==> src/rtl/eregfile_pkg.sv <==
// Shared types and defaults for the parameterised register file.
package eregfile_pkg;

    typedef enum logic {
        IDLE  = 1'b0,
        CLEAR = 1'b1
    } clr_state_e;

    localparam int DEF_WIDTH = 8;
    localparam int DEF_DEPTH = 8;

    // Address width for a given register count, never narrower than one bit.
    function automatic int addr_w(input int depth);
        int w;
        w = $clog2(depth);
        return (w < 1) ? 1 : w;
    endfunction

endpackage

==> src/rtl/eregfile_clear_seq.sv <==
// Clear sequencer: walks index 0..DEPTH-1 once per clr request, one entry per cycle.
module eregfile_clear_seq
    import eregfile_pkg::*;
#(
    parameter int DEPTH = DEF_DEPTH,
    parameter int AW    = addr_w(DEF_DEPTH)
) (
    input  logic          clk,
    input  logic          rst,
    input  logic          clr,
    output logic          busy,
    output logic [AW-1:0] idx
);

    clr_state_e    state, state_nx;
    logic [AW-1:0] idx_nx;

    // State and index registers; reset abandons any sweep in flight.
    always_ff @(posedge clk or posedge rst) begin
        if (rst) begin
            state <= IDLE;
            idx   <= '0;
        end else begin
            state <= state_nx;
            idx   <= idx_nx;
        end
    end

    // Next state: clr only starts a sweep from IDLE; the index stops at DEPTH-1.
    always_comb begin
        state_nx = state;
        idx_nx   = idx;
        case (state)
            IDLE: begin
                if (clr) begin
                    state_nx = CLEAR;
                    idx_nx   = '0;
                end
            end
            CLEAR: begin
                if (idx == AW'(DEPTH - 1)) begin
                    state_nx = IDLE;
                    idx_nx   = '0;
                end else begin
                    idx_nx = idx + AW'(1);
                end
            end
            default: begin
                state_nx = IDLE;
                idx_nx   = '0;
            end
        endcase
    end

    assign busy = (state == CLEAR);

endmodule

==> src/rtl/eregfile_param.sv <==
// Parameterised 1W/2R register file with registered reads, optional zero
// register, optional write-to-read forwarding and a sequenced clear.
module eregfile_param
    import eregfile_pkg::*;
#(
    parameter int   WIDTH    = DEF_WIDTH,
    parameter int   DEPTH    = DEF_DEPTH,
    parameter int   ZERO_REG = 0,
    parameter int   BYPASS   = 1,
    localparam int  AW       = addr_w(DEPTH)
) (
    input  logic             clk,
    input  logic             rst,
    input  logic             we,
    input  logic [AW-1:0]    wa,
    input  logic [WIDTH-1:0] wd,
    input  logic [AW-1:0]    ra1,
    input  logic [AW-1:0]    ra2,
    output logic [WIDTH-1:0] rd1,
    output logic [WIDTH-1:0] rd2,
    input  logic             clr,
    output logic             busy
);

    logic [WIDTH-1:0]            mem [DEPTH];
    logic [AW-1:0]               clr_idx;
    logic                        wa_valid;
    logic                        wr_ok;
    logic [1:0][AW-1:0]          ra_v;
    logic [1:0][WIDTH-1:0]       rd_nx;

    eregfile_clear_seq #(
        .DEPTH (DEPTH),
        .AW    (AW)
    ) u_clear_seq (
        .clk   (clk),
        .rst   (rst),
        .clr   (clr),
        .busy  (busy),
        .idx   (clr_idx)
    );

    // A write lands only when nothing else owns the array and the target exists.
    assign wa_valid = (32'(wa) < DEPTH);
    assign wr_ok    = we && !busy && !clr && wa_valid && !((ZERO_REG != 0) && (wa == '0));
    assign ra_v     = {ra2, ra1};

    // Storage: sweep clears take the array exclusively, otherwise accepted writes.
    always_ff @(posedge clk or posedge rst) begin
        if (rst) begin
            for (int i = 0; i < DEPTH; i++) mem[i] <= '0;
        end else begin
            for (int i = 0; i < DEPTH; i++) begin
                if (busy && (clr_idx == AW'(i)))
                    mem[i] <= '0;
                else if (wr_ok && (wa == AW'(i)))
                    mem[i] <= wd;
            end
        end
    end

    // Read select per port: out-of-range addresses match no entry and read 0.
    always_comb begin
        rd_nx = '0;
        for (int p = 0; p < 2; p++) begin
            for (int i = 0; i < DEPTH; i++) begin
                if (ra_v[p] == AW'(i)) rd_nx[p] = mem[i];
            end
            if ((BYPASS != 0) && wr_ok && (wa == ra_v[p]))
                rd_nx[p] = wd;
            if (busy || ((ZERO_REG != 0) && (ra_v[p] == '0)))
                rd_nx[p] = '0;
        end
    end

    // Registered read outputs.
    always_ff @(posedge clk or posedge rst) begin
        if (rst) begin
            rd1 <= '0;
            rd2 <= '0;
        end else begin
            rd1 <= rd_nx[0];
            rd2 <= rd_nx[1];
        end
    end

endmodule

==> config.mk <==
export PLATFORM = sky130hd
export DESIGN_NAME = eregfile_param
export DESIGN_NICKNAME = d
export VERILOG_FILES = /design/src/rtl/eregfile_pkg.sv /design/src/rtl/eregfile_clear_seq.sv /design/src/rtl/eregfile_param.sv
export SDC_FILE = /design/constraint.sdc
export NUM_CORES = 1
export LEC_CHECK = 0
export ABC_AREA = 1
export CAP_MARGIN = 30
export CORE_MARGIN = 10
export CORE_UTILIZATION = 60
export CTS_BUF_LIST = sky130_fd_sc_hd__clkbuf_8
export DETAILED_ROUTE_END_ITERATION = 16
export GPL_TIMING_DRIVEN = 0
export PLACE_DENSITY = 0.82
export SKIP_CTS_REPAIR_TIMING = 1
export SLEW_MARGIN = 10
export SYNTH_ARGS = -nofsm -noshare
export SYNTH_HDL_FRONTEND = slang
export SYNTH_HIERARCHICAL = 1
export SYNTH_SLANG_ARGS = --single-unit
==> constraint.sdc <==
create_clock -name clk -period 3.2 [get_ports clk]
set_input_delay 0.64 -clock clk [delete_from_list [all_inputs] [get_ports clk]]
set_output_delay 0.64 -clock clk [all_outputs]
set_load 0.01 [all_outputs]
==> results of run 1 <==
power groups by stage:
stage | clock [W] | sequential [W] | combinational (W)
2_1_floorplan | 0 | 0.00133 | 0.000492
3_3_place_gp | 0 | 0.00134 | 0.000698
3_5_place_dp | 0 | 0.00135 | 0.000743
4_1_cts | 0.000863 | 0.00133 | 0.000749
5_1_grt | 0.000902 | 0.00135 | 0.000850
6_report | 0.000860 | 0.00133 | 0.000764
routing by layer:
| metal | part of all wire | GRT usage | vias to the layer above |
|---|---|---|---|
| met5 | 0 | 0 | - |
| li1 | - | - | 2019 |
| met1 | 0.39 | 0.284 | 2115 |
| met4 | 0.048 | 0.139 | 0 |
| met3 | 0.092 | 0.0542 | 56 |
| met2 | 0.46 | 0.360 | 245 |
layout by cell type (no fill, tap or decap), drive strengths merged:
| cell | synthesis | final |
|---|---|---|
| a21oi | 32 | 32 |
| buf | 5 | 7 |
| bufinv | 0 | 2 |
| clkbuf | 7 | 16 |
| clkdlybuf4s50 | 0 | 32 |
| clkinv | 0 | 2 |
| clkinvlp | 0 | 2 |
| dfrtp | 84 | 84 |
| ha | 3 | 3 |
| inv | 81 | 82 |
| nand2 | 156 | 156 |
| nand3 | 46 | 46 |
| nand4 | 20 | 20 |
| nor2 | 48 | 48 |
| nor3 | 10 | 10 |
| o21ai | 53 | 53 |
| o22ai | 34 | 34 |
| o31ai | 1 | 1 |
| xor2 | 2 | 2 |
area by class of cell:
cell class,instances,share of cell area
clock buffers,9,0.0242
well taps,99,0.0242
plain buffers,12,0.0137
repair buffers,34,0.0691
inverters,81,0.0600
flip-flops and latches,84,0.411
clock inverters,7,0.0196
multi-input cells,405,0.378
final timing paths:
path,slack (ns),from,depth (start not counted),to
min,0.54,rst,2,u_clear_seq/idx[2]
max in group asynchronous,2.02,rst,3,mem[36]
min in group clk,0.54,mem[43],2,mem[43]
max reg2reg,1.05,u_clear_seq/busy,7,mem[0]
min reg2reg,0.54,mem[43],2,mem[43]
max,0.80,we,9,mem[0]
cell usage after synthesis (3+ instances only):
cell type | n | area share
nand2_1 | 156 | 0.13
dfrtp_1 | 84 | 0.48
inv_1 | 75 | 0.064
o21ai_0 | 53 | 0.060
nand3_1 | 45 | 0.051
nor2_1 | 45 | 0.038
o22ai_1 | 34 | 0.048
a21oi_1 | 32 | 0.036
nand4_1 | 20 | 0.028
nor3_2 | 8 | 0.018
inv_2 | 6 | 0.0051
clkbuf_1 | 4 | 0.0034
clkbuf_2 | 3 | 0.0034
ha_1 | 3 | 0.0085
critical path, cell delays in order:
cell	delay, ns
clkdlybuf4s50_1	0.46
inv_1	0.04
nor2_1	0.11
nand2_1	0.26
nor2_2	0.25
nand3_2	0.26
o31ai_1	0.26
buf_2	0.28
o22ai_1	0.09
registers in the layout (all words and copies together), names as in the netlist:
register / count
u_clear_seq/idx: 3
mem: 64
rd2: 8
rd1: 8
u_clear_seq/busy: 1
logic make-up (layout without fill, tap and decap cells):
kind of cell    count (synthesis)  after routing
simple gates                  280            280
compound gates                120            120
buf+inv                        93            143
fa+ha+maj                       3              3
flops                          84             84
xor+xnor                        2              2
per-stage QoR:
stage	cells	setup slack (ns)	TNS, ns	power [W]
final	731	0.802	0	0.00295
after global routing	731	0.708	0	0.00310
after CTS	731	0.888	0	0.00294
after detailed placement	715	0.495	0	0.00209
after global placement	713	-0.726	-57.78	0.00204
after floorplan	582	0.508	0	0.00182
==> impl_metrics.py, run 1 <==
metrics = {
    "global_route": {
        "grt_pass1_vias": 4171,
        "antenna_found_initial": 0,
        "grt_max_degree": 63,
        "grt_pass1_wl_um": 20800,
        "grt_use_total": 0.231,
        "overflow": 0,
    },
    "timing": {
        "fin_crit_ns": 2.40,
        "skew_ns": 0.0118,
        "max_slew_margin": 0.462,
        "max_clock_freq_mhz": 417,
        "fin_crit_sh": 0.749,
        "tightestPinTransition_ns": 0.801,
        "rsz0062_at_grt": "false",
        "setup_viol": 0,
        "hold_viol_final": 0,
        "drv_slew": 0,
        "holdWs_ns": 0.537,
    },
    "layout": {
        "regArea_um2": 2100,
        "fillerInstances": 585,
        "diodes": 0,
        "drive_gt1_frac": 0.0712,
        "fin_nets": 651,
        "final_area_um2": 5110,
        "synthToLayoutAreaGrowth_pct": 16.0,
        "fin_util": 0.708,
        "multi_input_area_um2": 1930,
    },
    "power_and_ir_drop": {
        "combPwrFrac": 0.259,
        "p_int_w": 0.00191,
        "power_density_nw_per_um2": 578,
        "p_leak_nw": 2.31,
        "p_sw_w": 0.00105,
        "swShare": 0.354,
        "vdd_ir_drop_max_mv": 0.437,
        "clkPwrFrac": 0.291,
        "seq_power_share": 0.450,
    },
    "yosys": {
        "synth-async-reset-ratio": 1.00,
        "yosysSeqAreaShare": 0.477,
        "avgSynthCellArea_um2": 7.57,
        "ys.flop_type": "dfrtp_1",
        "synth_edf_count": 0,
        "syn-num-nets": 606,
        "synth.area.mux_share": 0,
        "yosys_warnings": 6,
        "syn_area_um2": 4410,
        "synth_fa_ha_area_frac": 0.00852,
        "synthCells": 582,
        "yosys_register_bits": 84,
        "synth-xor-area-share": 0.00398,
        "synth-compound-area-share": 0.147,
        "synthDistinctLibCells": 23,
        "synthSimpleGateAreaFrac": 0.279,
        "synth_top_family_by_area": "simple AND/OR/NAND/NOR gates",
    },
    "clocking": {
        "clock_latency_ns": 0.37,
        "h-tree-depth": 3,
        "clock-root-buffer": "clkbuf_8",
        "clk_pin_slew_ns": 0.09,
        "cts_sinks": 84,
        "numCtsBuffers": 9,
        "cts_tree": "yes",
        "clock_path_buffers": 2,
    },
    "route": {
        "vias": 4435,
        "drcViolationCount": 0,
        "wl_um": 12900,
        "drt_iter0_drc": 510,
        "vias_per_cell": 6.07,
        "antenna_left": 0,
        "drtPass1Iterations": 6,
        "wl_per_cell_um": 17.6,
    },
    "worst_setup_path": {
        "crit_fanout": 9,
        "arrival_ns": 2.65,
        "endpoint_kind": "flop",
        "worst-setup-path-type": "primary input to flop",
        "start_kind": "primary input",
        "worstPathRequired_ns": 3.45,
    },
    "floorplanning": {
        "rows": 31,
        "core_area_um2": 7210,
        "chipHeight_um": 106,
        "ios": 38,
        "initial_core_util": 0.611,
        "design.die.area_um2": 11200,
        "fp.dieW_um": 106,
    },
    "status": {
        "status": "complete, no violations",
    },
    "worst_hold_path": {
        "hold_class": "primary input to asynchronous set/reset pin",
    },
    "placement": {
        "hpwl_um": 9500,
        "routabilityCongestion": 0.992,
        "io_buffers": 32,
        "placed_area_um2": 4880,
    },
    "job": {
        "drv_cap": 0,
    },
}
Power figures use the tool's default switching activity.
==> run 2, diff against run 1 <==
--- a/config.mk
+++ b/config.mk
@@ -8,11 +8,11 @@
 export ABC_AREA = 1
 export CAP_MARGIN = 30
 export CORE_MARGIN = 10
-export CORE_UTILIZATION = 60
+export CORE_UTILIZATION = 54
 export CTS_BUF_LIST = sky130_fd_sc_hd__clkbuf_8
 export DETAILED_ROUTE_END_ITERATION = 16
 export GPL_TIMING_DRIVEN = 0
-export PLACE_DENSITY = 0.82
+export PLACE_DENSITY = 0.78
 export SKIP_CTS_REPAIR_TIMING = 1
 export SLEW_MARGIN = 10
 export SYNTH_ARGS = -nofsm -noshare
==> constraint.sdc (replaced) <==
create_clock -name clk -period 2.2 [get_ports clk]
set_input_delay 0.44 -clock clk [delete_from_list [all_inputs] [get_ports clk]]
set_output_delay 0.44 -clock clk [all_outputs]
set_load 0.01 [all_outputs]
==> impl_metrics.py, run 2 (synthesis gave the netlist of run 1 again) <==
metrics = {
    "clocking": {
        "cts_tree": "yes",
        "clk_pin_slew_ns": 0.10,
        "clock-root-buffer": "clkbuf_8",
        "numCtsBuffers": 9,
        "h-tree-depth": 3,
        "clock_latency_ns": 0.38,
        "clock_path_buffers": 2,
        "cts_sinks": 84,
    },
    "global_route": {
        "grt_pass1_vias": 4138,
        "grt_pass1_wl_um": 20800,
        "antenna_found_initial": 0,
        "grt_max_degree": 37,
        "overflow": 0,
        "grt_use_total": 0.217,
    },
    "worst_setup_path": {
        "arrival_ns": 2.33,
        "start_kind": "flop",
        "endpoint_kind": "flop",
        "worst-setup-path-type": "flop to flop",
        "crit_fanout": 9,
        "worstPathRequired_ns": 2.45,
    },
    "timing": {
        "rsz0062_at_grt": "false",
        "max_slew_margin": 0.469,
        "fin_crit_ns": 2.08,
        "setup_viol": 0,
        "max_clock_freq_mhz": 482,
        "skew_ns": 0.0128,
        "drv_slew": 0,
        "hold_viol_final": 0,
        "tightestPinTransition_ns": 0.790,
        "holdWs_ns": 0.324,
        "fin_crit_sh": 0.943,
    },
    "layout": {
        "synthToLayoutAreaGrowth_pct": 16.5,
        "fin_cells": 736,
        "layout_commonest_cell": "nand2_1",
        "largest_reg_flops": 64,
        "final_area_um2": 5130,
        "reg_top3": "mem x64, rd1 x8, rd2 x8",
        "fillerInstances": 678,
        "fin_util": 0.654,
        "regMostFlops": "mem",
        "drive_gt1_frac": 0.0773,
        "diodes": 0,
        "final_cell_mix": "155 x nand2_1, 84 x dfrtp_1, 75 x inv_1, 53 x o21ai_0, 45 x nor2_1",
        "fin_nets": 653,
    },
    "power_and_ir_drop": {
        "p_leak_nw": 2.31,
        "finalPower_w": 0.00420,
        "vdd_ir_drop_max_mv": 0.670,
        "power_density_nw_per_um2": 818,
    },
    "floorplanning": {
        "core_area_um2": 7850,
        "rows": 32,
        "chipHeight_um": 110,
        "ios": 38,
        "initial_core_util": 0.561,
        "design.die.area_um2": 12200,
        "fp.dieW_um": 110,
    },
    "route": {
        "vias_per_cell": 5.89,
        "wl_per_cell_um": 17.5,
        "drcViolationCount": 0,
        "drtPass1Iterations": 6,
        "vias": 4337,
        "antenna_left": 0,
        "wl_um": 12900,
        "drt_iter0_drc": 432,
    },
    "job": {
        "drv_cap": 0,
    },
    "worst_hold_path": {
        "hold_class": "primary input to asynchronous set/reset pin",
    },
    "placement": {
        "hpwl_um": 9590,
        "dp_cells": 719,
        "placed_area_um2": 4900,
        "routabilityCongestion": 0.934,
        "io_buffers": 32,
    },
    "status": {
        "status": "complete, no violations",
    },
}
## run 2: final timing paths
check                      slack (ns)              from          endpoint  cells after the start
max in group asynchronous        1.01               rst           mem[44]                      4
min in group clk                 0.54             wa[0]            mem[4]                      3
min                              0.32               rst  u_clear_seq/busy                      2
max reg2reg                      0.12  u_clear_seq/busy            mem[0]                      7
max                              0.12  u_clear_seq/busy            mem[0]                      7
min reg2reg                      0.55           mem[35]           mem[35]                      2
## run 2: per-stage QoR
step                setup slack [ns]  setup TNS (ns)
floorplan                      0.646               0
global placement              -0.238          -10.12
detailed placement            -0.267           -7.47
CTS                           0.0561               0
global route                  0.0187               0
finish                         0.124               0
## run 2: metal layers
layer,track usage,wire (um),vias to the layer above
li1,-,-,2015
met1,0.287,5290,2051
met2,0.335,6060,240
met3,0.0482,1210,31
met4,0.0945,325,0
met5,0,0,-
## run 2: where the power goes
part	internal [W]	total (W)	switching [W]	leakage [nW]
combinational	0.000371	0.00111	0.000742	1.06
clock	0.000530	0.00115	0.000621	0.0948
sequential	0.00176	0.00193	0.000172	1.16
total	0.00266	0.00420	0.00154	2.31
## run 2: critical path: stages (launching register included)
cell and delay (ns):
dfrtp_1 0.49, inv_2 0.19, nand2_1 0.28, nor2_4 0.24, nand3_4 0.18, o31ai_1 0.20, buf_2 0.28, o22ai_1 0.09
## run 2: final cells by class
cell class | count | area (um2) | area share
multi-input cells | 405 | 1950 | 0.380
repair buffers | 36 | 373 | 0.0727
clock buffers | 9 | 124 | 0.0241
plain buffers | 12 | 71.3 | 0.0139
clock inverters | 7 | 76.3 | 0.0149
flip-flops and latches | 84 | 2100 | 0.410
inverters | 81 | 308 | 0.0600
well taps | 102 | 128 | 0.0249
==> run 3, diff against run 2 <==
--- a/config.mk
+++ b/config.mk
@@ -7,12 +7,14 @@
 export LEC_CHECK = 0
 export ABC_AREA = 1
 export CAP_MARGIN = 30
+export CELL_PAD_IN_SITES_DETAIL_PLACEMENT = 0
+export CELL_PAD_IN_SITES_GLOBAL_PLACEMENT = 1
 export CORE_MARGIN = 10
-export CORE_UTILIZATION = 54
+export CORE_UTILIZATION = 40
 export CTS_BUF_LIST = sky130_fd_sc_hd__clkbuf_8
 export DETAILED_ROUTE_END_ITERATION = 16
 export GPL_TIMING_DRIVEN = 0
-export PLACE_DENSITY = 0.78
+export PLACE_DENSITY_LB_ADDON = 0.1
 export SKIP_CTS_REPAIR_TIMING = 1
 export SLEW_MARGIN = 10
 export SYNTH_ARGS = -nofsm -noshare
==> impl_metrics.py, run 3 (synthesis gave the netlist of run 1 again) <==
metrics = {
    "layout": {
        "fin_util": 0.483,
        "layout_commonest_cell": "nand2_1",
        "reg_top3": "mem x64, rd1 x8, rd2 x8",
        "final_cell_mix": "152 x nand2_1, 84 x dfrtp_1, 76 x inv_1, 53 x o21ai_0, 45 x nor2_1",
        "synthToLayoutAreaGrowth_pct": 18.4,
        "regMostFlops": "mem",
        "largest_reg_flops": 64,
        "diodes": 0,
        "fillerInstances": 1090,
        "drive_gt1_frac": 0.0835,
        "fin_nets": 654,
        "final_area_um2": 5220,
    },
    "power_and_ir_drop": {
        "vdd_ir_drop_max_mv": 0.654,
        "p_int_w": 0.00280,
        "swShare": 0.348,
        "power_density_nw_per_um2": 824,
        "p_leak_nw": 2.33,
        "p_sw_w": 0.00150,
        "seq_power_share": 0.451,
        "combPwrFrac": 0.263,
        "clkPwrFrac": 0.285,
    },
    "placement": {
        "hpwl_um": 10500,
        "placed_area_um2": 4950,
        "io_buffers": 32,
        "routabilityCongestion": 0.919,
    },
    "route": {
        "vias_per_cell": 5.49,
        "wl_um": 13600,
        "drt_iter0_drc": 435,
        "antenna_left": 0,
        "drtPass1Iterations": 6,
        "drcViolationCount": 0,
        "vias": 4251,
        "wl_per_cell_um": 17.5,
    },
    "timing": {
        "fin_crit_ns": 2.02,
        "skew_ns": 0.0117,
        "tightestPinTransition_ns": 0.695,
        "fin_crit_sh": 0.920,
        "drv_slew": 0,
        "max_slew_margin": 0.534,
        "holdWs_ns": 0.336,
        "rsz0062_at_grt": "false",
        "hold_viol_final": 0,
        "setup_viol": 0,
        "max_clock_freq_mhz": 494,
    },
    "global_route": {
        "grt_pass1_wl_um": 21900,
        "busiest_layer": "met2",
        "overflow": 0,
        "grt_use_met3": 0.0292,
        "grt_use_met2": 0.276,
        "grt_use_total": 0.173,
        "grt_pass1_vias": 4132,
        "grt_max_degree": 30,
        "use_met1": 0.228,
        "antenna_found_initial": 0,
    },
    "clocking": {
        "h-tree-depth": 3,
        "clk_pin_slew_ns": 0.08,
        "cts_sinks": 84,
        "clock_path_buffers": 2,
        "numCtsBuffers": 9,
        "clock-root-buffer": "clkbuf_8",
        "clock_latency_ns": 0.36,
        "cts_tree": "yes",
    },
    "worst_setup_path": {
        "endpoint_kind": "flop",
        "critPathMaxStageDelay_ns": 0.67,
        "reg2regPathDepth": 7,
        "crit_family": "simple AND/OR/NAND/NOR gates",
        "worst-setup-path-type": "primary input to flop",
        "crit_fanout": 8,
        "crit_end": "rd1[7]",
        "cp_common_cell": "nand2_1",
        "worstPathBufferInverterCount": 2,
        "worstPathRequired_ns": 2.48,
        "path_cells": "clkdlybuf4s50_1 -> inv_2 -> nor3_2 -> nand2_1 -> nand4_1 -> nand2_1 -> a21oi_1",
        "start_kind": "primary input",
        "arrival_ns": 2.30,
        "reg2reg_from": "u_clear_seq/busy",
        "slowest_stage": "clkdlybuf4s50_1",
        "cp.depth": 7,
        "rrSetupSlack_ns": 0.25,
        "reg2reg_to": "mem[0]",
        "cp-startpoint": "ra1[2]",
    },
    "job": {
        "drv_cap": 0,
    },
    "floorplanning": {
        "initial_core_util": 0.408,
        "chipHeight_um": 125,
        "ios": 38,
        "design.die.area_um2": 15600,
        "core_area_um2": 10800,
        "rows": 38,
        "fp.dieW_um": 125,
    },
    "worst_hold_path": {
        "hold_class": "primary input to asynchronous set/reset pin",
    },
    "status": {
        "status": "complete, no violations",
    },
}
==> run 3: layout make-up <==
cell class / instances / area [um2] / area share
Sequential cell: 84 / 2100 / 0.403
Multi-Input combinational cell: 405 / 1960 / 0.376
Buffer: 12 / 71.3 / 0.0137
Clock inverter: 6 / 80.1 / 0.0154
Inverter: 81 / 308 / 0.0590
Clock buffer: 10 / 138 / 0.0264
Timing Repair Buffer: 37 / 380 / 0.0729
Tap cell: 140 / 175 / 0.0336
==> run 3: worst min path at each step <==
stage	from	endpoint	slack (ns)	depth (start not counted)
floorplan	rst	u_clear_seq/busy	0.21	1
global placement	mem[14]	mem[14]	0.51	2
detailed placement	mem[13]	mem[13]	0.52	2
CTS	rst	u_clear_seq/busy	0.32	2
global route	rst	u_clear_seq/idx[0]	0.37	2
finish	rst	u_clear_seq/idx[2]	0.34	2
==> run 3: metrics by stage <==
step / power, W / TNS, ns / setup WS, ns / std cells
6_report: 0.00430 / 0 / 0.176 / 775
4_1_cts: 0.00430 / 0 / 0.00312 / 773
2_1_floorplan: 0.00265 / 0 / 0.646 / 582
5_1_grt: 0.00456 / 0 / 0.0356 / 775
3_5_place_dp: 0.00307 / -11.42 / -0.322 / 757
3_3_place_gp: 0.00302 / -18.48 / -0.275 / 754
==> run 3: worst register-to-register path, cell delays in order, from the launching register on <==
cell,delay (ns)
dfrtp_1,0.49
inv_2,0.19
nand2_2,0.20
nor2_4,0.20
nand3_4,0.18
o31ai_1,0.21
buf_2,0.28
o22ai_1,0.08
==> run 3: power by group through the flow <==
stage	registers, W	clock network, W	logic, W
after floorplan	0.00193	0	0.000716
after global placement	0.00196	0	0.00106
after detailed placement	0.00197	0	0.00110
after CTS	0.00194	0.00125	0.00111
after global routing	0.00197	0.00131	0.00128
final	0.00194	0.00123	0.00113
==> run 3: metal layers <==
metal,wire length (um),up-vias
li1,-,2018
met4,301,0
met2,6520,141
met1,6100,2069
met5,0,-
met3,660,23
